### config.mk
export PLATFORM = sky130hd
export DESIGN_NAME = mem_arbiter_flat
export DESIGN_NICKNAME = d
export VERILOG_FILES = /design/src/rtl/mem_arbiter_if.sv /design/src/rtl/mem_arbiter.sv /design/src/flat_wrapper.sv
export SDC_FILE = /design/constraint.sdc
export NUM_CORES = 1
export LEC_CHECK = 0
export BUFFER_PORTS_ARGS = -buffer_cell sky130_fd_sc_hd__buf_2
export CORE_ASPECT_RATIO = 0.8
export CORE_MARGIN = 2
export CORE_UTILIZATION = 50
export DETAILED_ROUTE_END_ITERATION = 7
export MAX_ROUTING_LAYER = met4
export PLACE_DENSITY = 0.85
export SLEW_MARGIN = 5
export SYNTH_ARGS = -nofsm -noshare
export SYNTH_HDL_FRONTEND = slang
export SYNTH_SLANG_ARGS = --single-unit
### constraint.sdc
create_clock -name clk -period 3.1 [get_ports clk]
set_input_delay 0.465 -clock clk [delete_from_list [all_inputs] [get_ports clk]]
set_output_delay 0.465 -clock clk [all_outputs]
set_load 0.02 [all_outputs]
### src/rtl/mem_arbiter_if.sv
// Bus bundle around mem_arbiter: two requester ports (m0 = CPU data port,
// m1 = loader/debug port), the shared single-port memory port and the
// arbiter status outputs.
//   slave  : the arbiter's view (takes requests, drives ready/rdata/mem_*)
//   master : the surrounding system's view (drives requests, mem_rdata)
interface mem_arbiter_if #(
  parameter int unsigned ADDR_W = 32,
  parameter int unsigned DATA_W = 32
);
  logic              m0_req;
  logic              m0_we;
  logic [ADDR_W-1:0] m0_addr;
  logic [DATA_W-1:0] m0_wdata;
  logic              m0_ready;
  logic [DATA_W-1:0] m0_rdata;

  logic              m1_req;
  logic              m1_we;
  logic [ADDR_W-1:0] m1_addr;
  logic [DATA_W-1:0] m1_wdata;
  logic              m1_ready;
  logic [DATA_W-1:0] m1_rdata;

  logic              mem_we;
  logic [ADDR_W-1:0] mem_addr;
  logic [DATA_W-1:0] mem_wdata;
  logic [DATA_W-1:0] mem_rdata;

  logic              busy;
  logic              grant;

  modport slave (
    input  m0_req, m0_we, m0_addr, m0_wdata,
    output m0_ready, m0_rdata,
    input  m1_req, m1_we, m1_addr, m1_wdata,
    output m1_ready, m1_rdata,
    output mem_we, mem_addr, mem_wdata,
    input  mem_rdata,
    output busy, grant
  );

  modport master (
    output m0_req, m0_we, m0_addr, m0_wdata,
    input  m0_ready, m0_rdata,
    output m1_req, m1_we, m1_addr, m1_wdata,
    input  m1_ready, m1_rdata,
    input  mem_we, mem_addr, mem_wdata,
    output mem_rdata,
    input  busy, grant
  );
endinterface

### src/rtl/mem_arbiter.sv
// Two-port round-robin arbiter in front of a shared single-port data memory.
// One access at a time: an IDLE cycle picks a winner and latches its
// operands, then BUSY runs for WAIT_CYCLES+1 cycles; the last BUSY cycle
// strobes mem_we (writes), pulses the winner's ready and captures mem_rdata
// into the winner's rdata register (reads).
// Ports:
//   clk   : single clock, rising edge
//   reset : asynchronous, active-low
//   bus   : mem_arbiter_if.slave (requester ports, memory port, busy/grant)
module mem_arbiter #(
  parameter int unsigned WAIT_CYCLES = 1,
  parameter int unsigned ADDR_W      = 32,
  parameter int unsigned DATA_W      = 32
) (
  input logic          clk,
  input logic          reset,
  mem_arbiter_if.slave bus
);

  localparam logic [3:0] WaitInit = 4'(WAIT_CYCLES);

  typedef enum logic [0:0] {StIdle, StBusy} state_e;

  state_e            state_q, state_d;
  logic [3:0]        cnt_q, cnt_d;
  logic              prio_q, prio_d;
  logic              grant_q, grant_d;
  logic              we_q, we_d;
  logic [ADDR_W-1:0] addr_q, addr_d;
  logic [DATA_W-1:0] wdata_q, wdata_d;
  logic [DATA_W-1:0] rdata0_q, rdata0_d;
  logic [DATA_W-1:0] rdata1_q, rdata1_d;

  logic any_req;
  logic winner;
  logic done;

  assign any_req = bus.m0_req | bus.m1_req;
  // Contention is settled by the round-robin pointer; a lone requester wins outright.
  assign winner  = (bus.m0_req & bus.m1_req) ? prio_q : bus.m1_req;
  // Final BUSY cycle of an access.
  assign done    = (state_q == StBusy) && (cnt_q == 4'd0);

  always_comb begin
    state_d  = state_q;
    cnt_d    = cnt_q;
    prio_d   = prio_q;
    grant_d  = grant_q;
    we_d     = we_q;
    addr_d   = addr_q;
    wdata_d  = wdata_q;
    rdata0_d = rdata0_q;
    rdata1_d = rdata1_q;
    case (state_q)
      StIdle: begin
        if (any_req) begin
          grant_d = winner;
          we_d    = winner ? bus.m1_we    : bus.m0_we;
          addr_d  = winner ? bus.m1_addr  : bus.m0_addr;
          wdata_d = winner ? bus.m1_wdata : bus.m0_wdata;
          cnt_d   = WaitInit;
          state_d = StBusy;
        end
      end
      StBusy: begin
        if (cnt_q != 4'd0) begin
          cnt_d = cnt_q - 4'd1;
        end else begin
          state_d = StIdle;
          prio_d  = ~grant_q;
          if (!we_q) begin
            if (grant_q) rdata1_d = bus.mem_rdata;
            else         rdata0_d = bus.mem_rdata;
          end
        end
      end
      default: state_d = StIdle;
    endcase
  end

  always_ff @(posedge clk or negedge reset) begin
    if (!reset) begin
      state_q  <= StIdle;
      cnt_q    <= 4'd0;
      prio_q   <= 1'b0;
      grant_q  <= 1'b0;
      we_q     <= 1'b0;
      addr_q   <= '0;
      wdata_q  <= '0;
      rdata0_q <= '0;
      rdata1_q <= '0;
    end else begin
      state_q  <= state_d;
      cnt_q    <= cnt_d;
      prio_q   <= prio_d;
      grant_q  <= grant_d;
      we_q     <= we_d;
      addr_q   <= addr_d;
      wdata_q  <= wdata_d;
      rdata0_q <= rdata0_d;
      rdata1_q <= rdata1_d;
    end
  end

  assign bus.m0_ready  = done & ~grant_q;
  assign bus.m1_ready  = done &  grant_q;
  assign bus.m0_rdata  = rdata0_q;
  assign bus.m1_rdata  = rdata1_q;
  assign bus.mem_we    = done & we_q;
  assign bus.mem_addr  = addr_q;
  assign bus.mem_wdata = wdata_q;
  assign bus.busy      = (state_q == StBusy);
  assign bus.grant     = grant_q;

endmodule

### src/flat_wrapper.sv
// flat-port wrapper written by rule: the top's interface ports become plain ports
module mem_arbiter_flat 
#(
  parameter int unsigned WAIT_CYCLES = 1,
  parameter int unsigned ADDR_W      = 32,
  parameter int unsigned DATA_W      = 32
)
  (clk, reset, bus_m0_req, bus_m0_we, bus_m0_addr, bus_m0_wdata, bus_m0_ready, bus_m0_rdata, bus_m1_req, bus_m1_we, bus_m1_addr, bus_m1_wdata, bus_m1_ready, bus_m1_rdata, bus_mem_we, bus_mem_addr, bus_mem_wdata, bus_mem_rdata, bus_busy, bus_grant);
  mem_arbiter_if #(.ADDR_W(ADDR_W), .DATA_W(DATA_W)) bus_i ();
  input logic clk;
  input logic reset;
  input wire logic [$bits(bus_i.m0_req)-1:0] bus_m0_req;
  input wire logic [$bits(bus_i.m0_we)-1:0] bus_m0_we;
  input wire logic [$bits(bus_i.m0_addr)-1:0] bus_m0_addr;
  input wire logic [$bits(bus_i.m0_wdata)-1:0] bus_m0_wdata;
  output wire logic [$bits(bus_i.m0_ready)-1:0] bus_m0_ready;
  output wire logic [$bits(bus_i.m0_rdata)-1:0] bus_m0_rdata;
  input wire logic [$bits(bus_i.m1_req)-1:0] bus_m1_req;
  input wire logic [$bits(bus_i.m1_we)-1:0] bus_m1_we;
  input wire logic [$bits(bus_i.m1_addr)-1:0] bus_m1_addr;
  input wire logic [$bits(bus_i.m1_wdata)-1:0] bus_m1_wdata;
  output wire logic [$bits(bus_i.m1_ready)-1:0] bus_m1_ready;
  output wire logic [$bits(bus_i.m1_rdata)-1:0] bus_m1_rdata;
  output wire logic [$bits(bus_i.mem_we)-1:0] bus_mem_we;
  output wire logic [$bits(bus_i.mem_addr)-1:0] bus_mem_addr;
  output wire logic [$bits(bus_i.mem_wdata)-1:0] bus_mem_wdata;
  input wire logic [$bits(bus_i.mem_rdata)-1:0] bus_mem_rdata;
  output wire logic [$bits(bus_i.busy)-1:0] bus_busy;
  output wire logic [$bits(bus_i.grant)-1:0] bus_grant;
  assign bus_i.m0_req = bus_m0_req;
  assign bus_i.m0_we = bus_m0_we;
  assign bus_i.m0_addr = bus_m0_addr;
  assign bus_i.m0_wdata = bus_m0_wdata;
  assign bus_m0_ready = bus_i.m0_ready;
  assign bus_m0_rdata = bus_i.m0_rdata;
  assign bus_i.m1_req = bus_m1_req;
  assign bus_i.m1_we = bus_m1_we;
  assign bus_i.m1_addr = bus_m1_addr;
  assign bus_i.m1_wdata = bus_m1_wdata;
  assign bus_m1_ready = bus_i.m1_ready;
  assign bus_m1_rdata = bus_i.m1_rdata;
  assign bus_mem_we = bus_i.mem_we;
  assign bus_mem_addr = bus_i.mem_addr;
  assign bus_mem_wdata = bus_i.mem_wdata;
  assign bus_i.mem_rdata = bus_mem_rdata;
  assign bus_busy = bus_i.busy;
  assign bus_grant = bus_i.grant;
  mem_arbiter #(.WAIT_CYCLES(WAIT_CYCLES), .ADDR_W(ADDR_W), .DATA_W(DATA_W)) u_core (.clk(clk), .reset(reset), .bus(bus_i));
endmodule
==> flow_summary.toml <==
[run_status]
status = "completed"

[setup_path]
path_cells = "inv_1 > ha_1 > nand4bb_1 > or3_2 > mux2_4"
worstReg2RegStart = "u_core.cnt_q[0]$_DFFE_PN0P_"
crit_buf_inv = 1
worst-endpoint-arrival_ps = 2580
cp-start-kind = "register"
worstSetupPathType = "register to register"
cp-startpoint = "u_core.cnt_q[0]$_DFFE_PN0P_"
crit_fanout = 32
max_stage_delay_ps = 880
cp-end-kind = "register"
required_ps = 3380
slowest_stage = "or3_2"
cp_top_family = "simple AND/OR/NAND/NOR gates"

[route]
num_vias = 5430
dr.first_iter.drc_count = 310
viasPerCell = 5.55
ant_nets = 0
drt_wl_total_um = 17700
drc = 0
wire_per_inst_um = 18.1
drt_first_pass_iters = 5

[finish]
final_area_mm2 = 0.00820
drive_gt1_share_pct = 49.3
nFillCells = 874
antenna_cells = 0
regArea_mm2 = 0.00340
area_delta_synth_final_pct = 36.5
multiInputGateArea_mm2 = 0.00236
final_nets = 986
final_core_util_pct = 70.7

[timing]
worstMarginPinSlew_ps = 1030
skew_ps = 9.90
fin_crit_sh_pct = 74.2
slew_viol_final = 0
final.setup.tns_ps = 0
setup_viol = 0
whs_ps = 19.6
fmax_ghz = 0.435
rsz0062_at_grt = "false"
hold_viol = 0
slew_headroom_pct = 31.6
post-route-min-period_ps = 2300
finalWorstSetupSlack_ps = 799

[power_and_ir_drop]
p_leak_nw = 4.00
p_sw_mw = 3.93
clock_power_share_pct = 22.6
internal_power_mw = 5.72
p_comb_share_pct = 44.1
vdd_drop_max_mv = 0.550
seq_power_share_pct = 33.3
power_switching_share_pct = 40.7
powerDensity_mw_per_mm2 = 1180

[grt]
groute.usage.overall_pct = 27.7
grt_max_degree = 67
overflow = 0
grt_pass1_wl_um = 27300
antenna_found_initial = 0
grt_pass1_vias = 5248

[clock_network]
worstSkewPairLatency_ps = 400
cts_tree = "built"
numCtsBuffers = 17
clk_path_buf_depth = 2
cts_hold_buf = 0
clk_pin_slew_ps = 60
cts.sinks = 136
cts_root_buf = "clkbuf_16"
htree_levels = 4
cts-resized-gates = 0
post-cts-setup-buffers = 0

[yosys]
ys.flop_type = "dfrtp_1"
synth.top_cell.area_share_pct = 56.6
synth_cell_types = 31
synth_largest_area_cell = "dfrtp_1"
ys_ff_latch = 136
yosys-top-cells-area = "dfrtp_1 (57%), mux2_4 (7.5%), a31oi_1 (6.8%), mux2_2 (6.4%), o21ai_0 (5.7%)"
yosys_warnings = 0
synth_cells = 543
yosysMostFrequentCell = "dfrtp_1"
ys_top_cells_by_count = "dfrtp_1 (136), o21ai_0 (68), nor2_1 (67)"
yosysSeqAreaShare_pct = 56.6
async_flop_share_pct = 100
avgSynthCellArea_um2 = 11.1
synth-edff-count = 0
synthesis.area_mm2 = 0.00601
synth_fp_nets = 710

[worst_hold_path]
hold_class = "input pin to async pin"

[placed_design]
place_congestion = 0.854
dpl.hpwl_um = 12000
port-buffer-count = 298
pre_cts_slack_ps = 799
dpl_cell_area_mm2 = 0.00757

[job]
drv_cap = 0

[floorplanning]
core-area_mm2 = 0.0116
dieHeight_um = 102
boundaryPins = 299
start_util_pct = 51.8
die-area_mm2 = 0.0129
rows = 35
die_w_um = 127
-- sequential cells by signal, indices dropped and copies added, names as in the netlist --
name	flops
u_core.bus.mem_wdata	32
u_core.bus.m0_rdata	32
u_core.prio_q	1
u_core.bus.busy	1
u_core.bus.grant	1
u_core.we_q	1
u_core.bus.mem_addr	32
u_core.bus.m1_rdata	32
u_core.cnt_q	4
-- cells in the final DEF, fill, tap and decap left out, types with 2 or more instances in the layout --
cell type / n
bufinv_16: 4
inv_1: 3
mux2i_1: 2
dfrtp_1: 136
nor2_1: 67
o21ai_0: 68
inv_6: 5
nand3_1: 2
buf_12: 3
a21oi_1: 65
buf_4: 6
mux2_4: 30
a31oi_1: 65
buf_2: 297
nand2_1: 4
and2_1: 2
inv_8: 2
mux2_2: 34
clkinv_4: 2
clkbuf_16: 17
-- routing by layer --
metal | up-vias | global-route usage (%) | wire (um)
met2 | 261 | 44.7 | 8990
met4 | 0 | 8.96 | 314
met1 | 2643 | 35.4 | 7090
met3 | 20 | 6.02 | 1330
met5 | - | - | 0
li1 | 2506 | - | -
-- cell families after synthesis --
kind of cell               synth area share (%)
muxes                                      14.2
adders and majority gates                 0.208
DFF                                        56.6
AOI/OAI and AO/OA                          18.5
and+or+nand+nor                            6.00
buffers and inverters                      4.35
xor gates and xnor gates                  0.146
-- final timing paths --
kind                       slack, ps  cells after the start                                  end
setup / recovery                 800                      5  u_core.bus.m0_rdata[15]$_DFFE_PN0P_
hold / removal                    20                      1  u_core.bus.mem_addr[13]$_DFFE_PN0P_
setup reg to reg                 800                      5  u_core.bus.m0_rdata[15]$_DFFE_PN0P_
hold reg to reg                  500                      1  u_core.bus.m1_rdata[15]$_DFFE_PN0P_
max in group asynchronous       2350                      2   u_core.bus.m1_rdata[8]$_DFFE_PN0P_
min in group clk                 310                      2  u_core.bus.m0_rdata[12]$_DFFE_PN0P_
-- through the flow --
step | total power [mW] | cells
finish | 9.65 | 979
global route | 10.2 | 979
CTS | 9.71 | 979
detailed placement | 7.48 | 948
global placement | 7.32 | 948
floorplan | 5.94 | 543
-- power groups by stage --
stage                     registers (mW)  logic [mW]  clock network (mW)
after CTS                           3.21        4.29                2.21
final                               3.21        4.26                2.18
after detailed placement            3.22        4.26                   0
after global routing                3.31        4.57                2.30
after global placement              3.16        4.17                   0
after floorplan                     4.23        1.71                   0
-- final cells by class --
cell class | instances | area share [%]
multi-input combinational | 354 | 28.8
timing repair buffer | 307 | 19.5
inverter | 3 | 0.137
sequential | 136 | 41.5
tap | 148 | 2.26
clock buffer | 17 | 5.19
clock inverter | 14 | 2.58
Power figures use the tool's default switching activity.
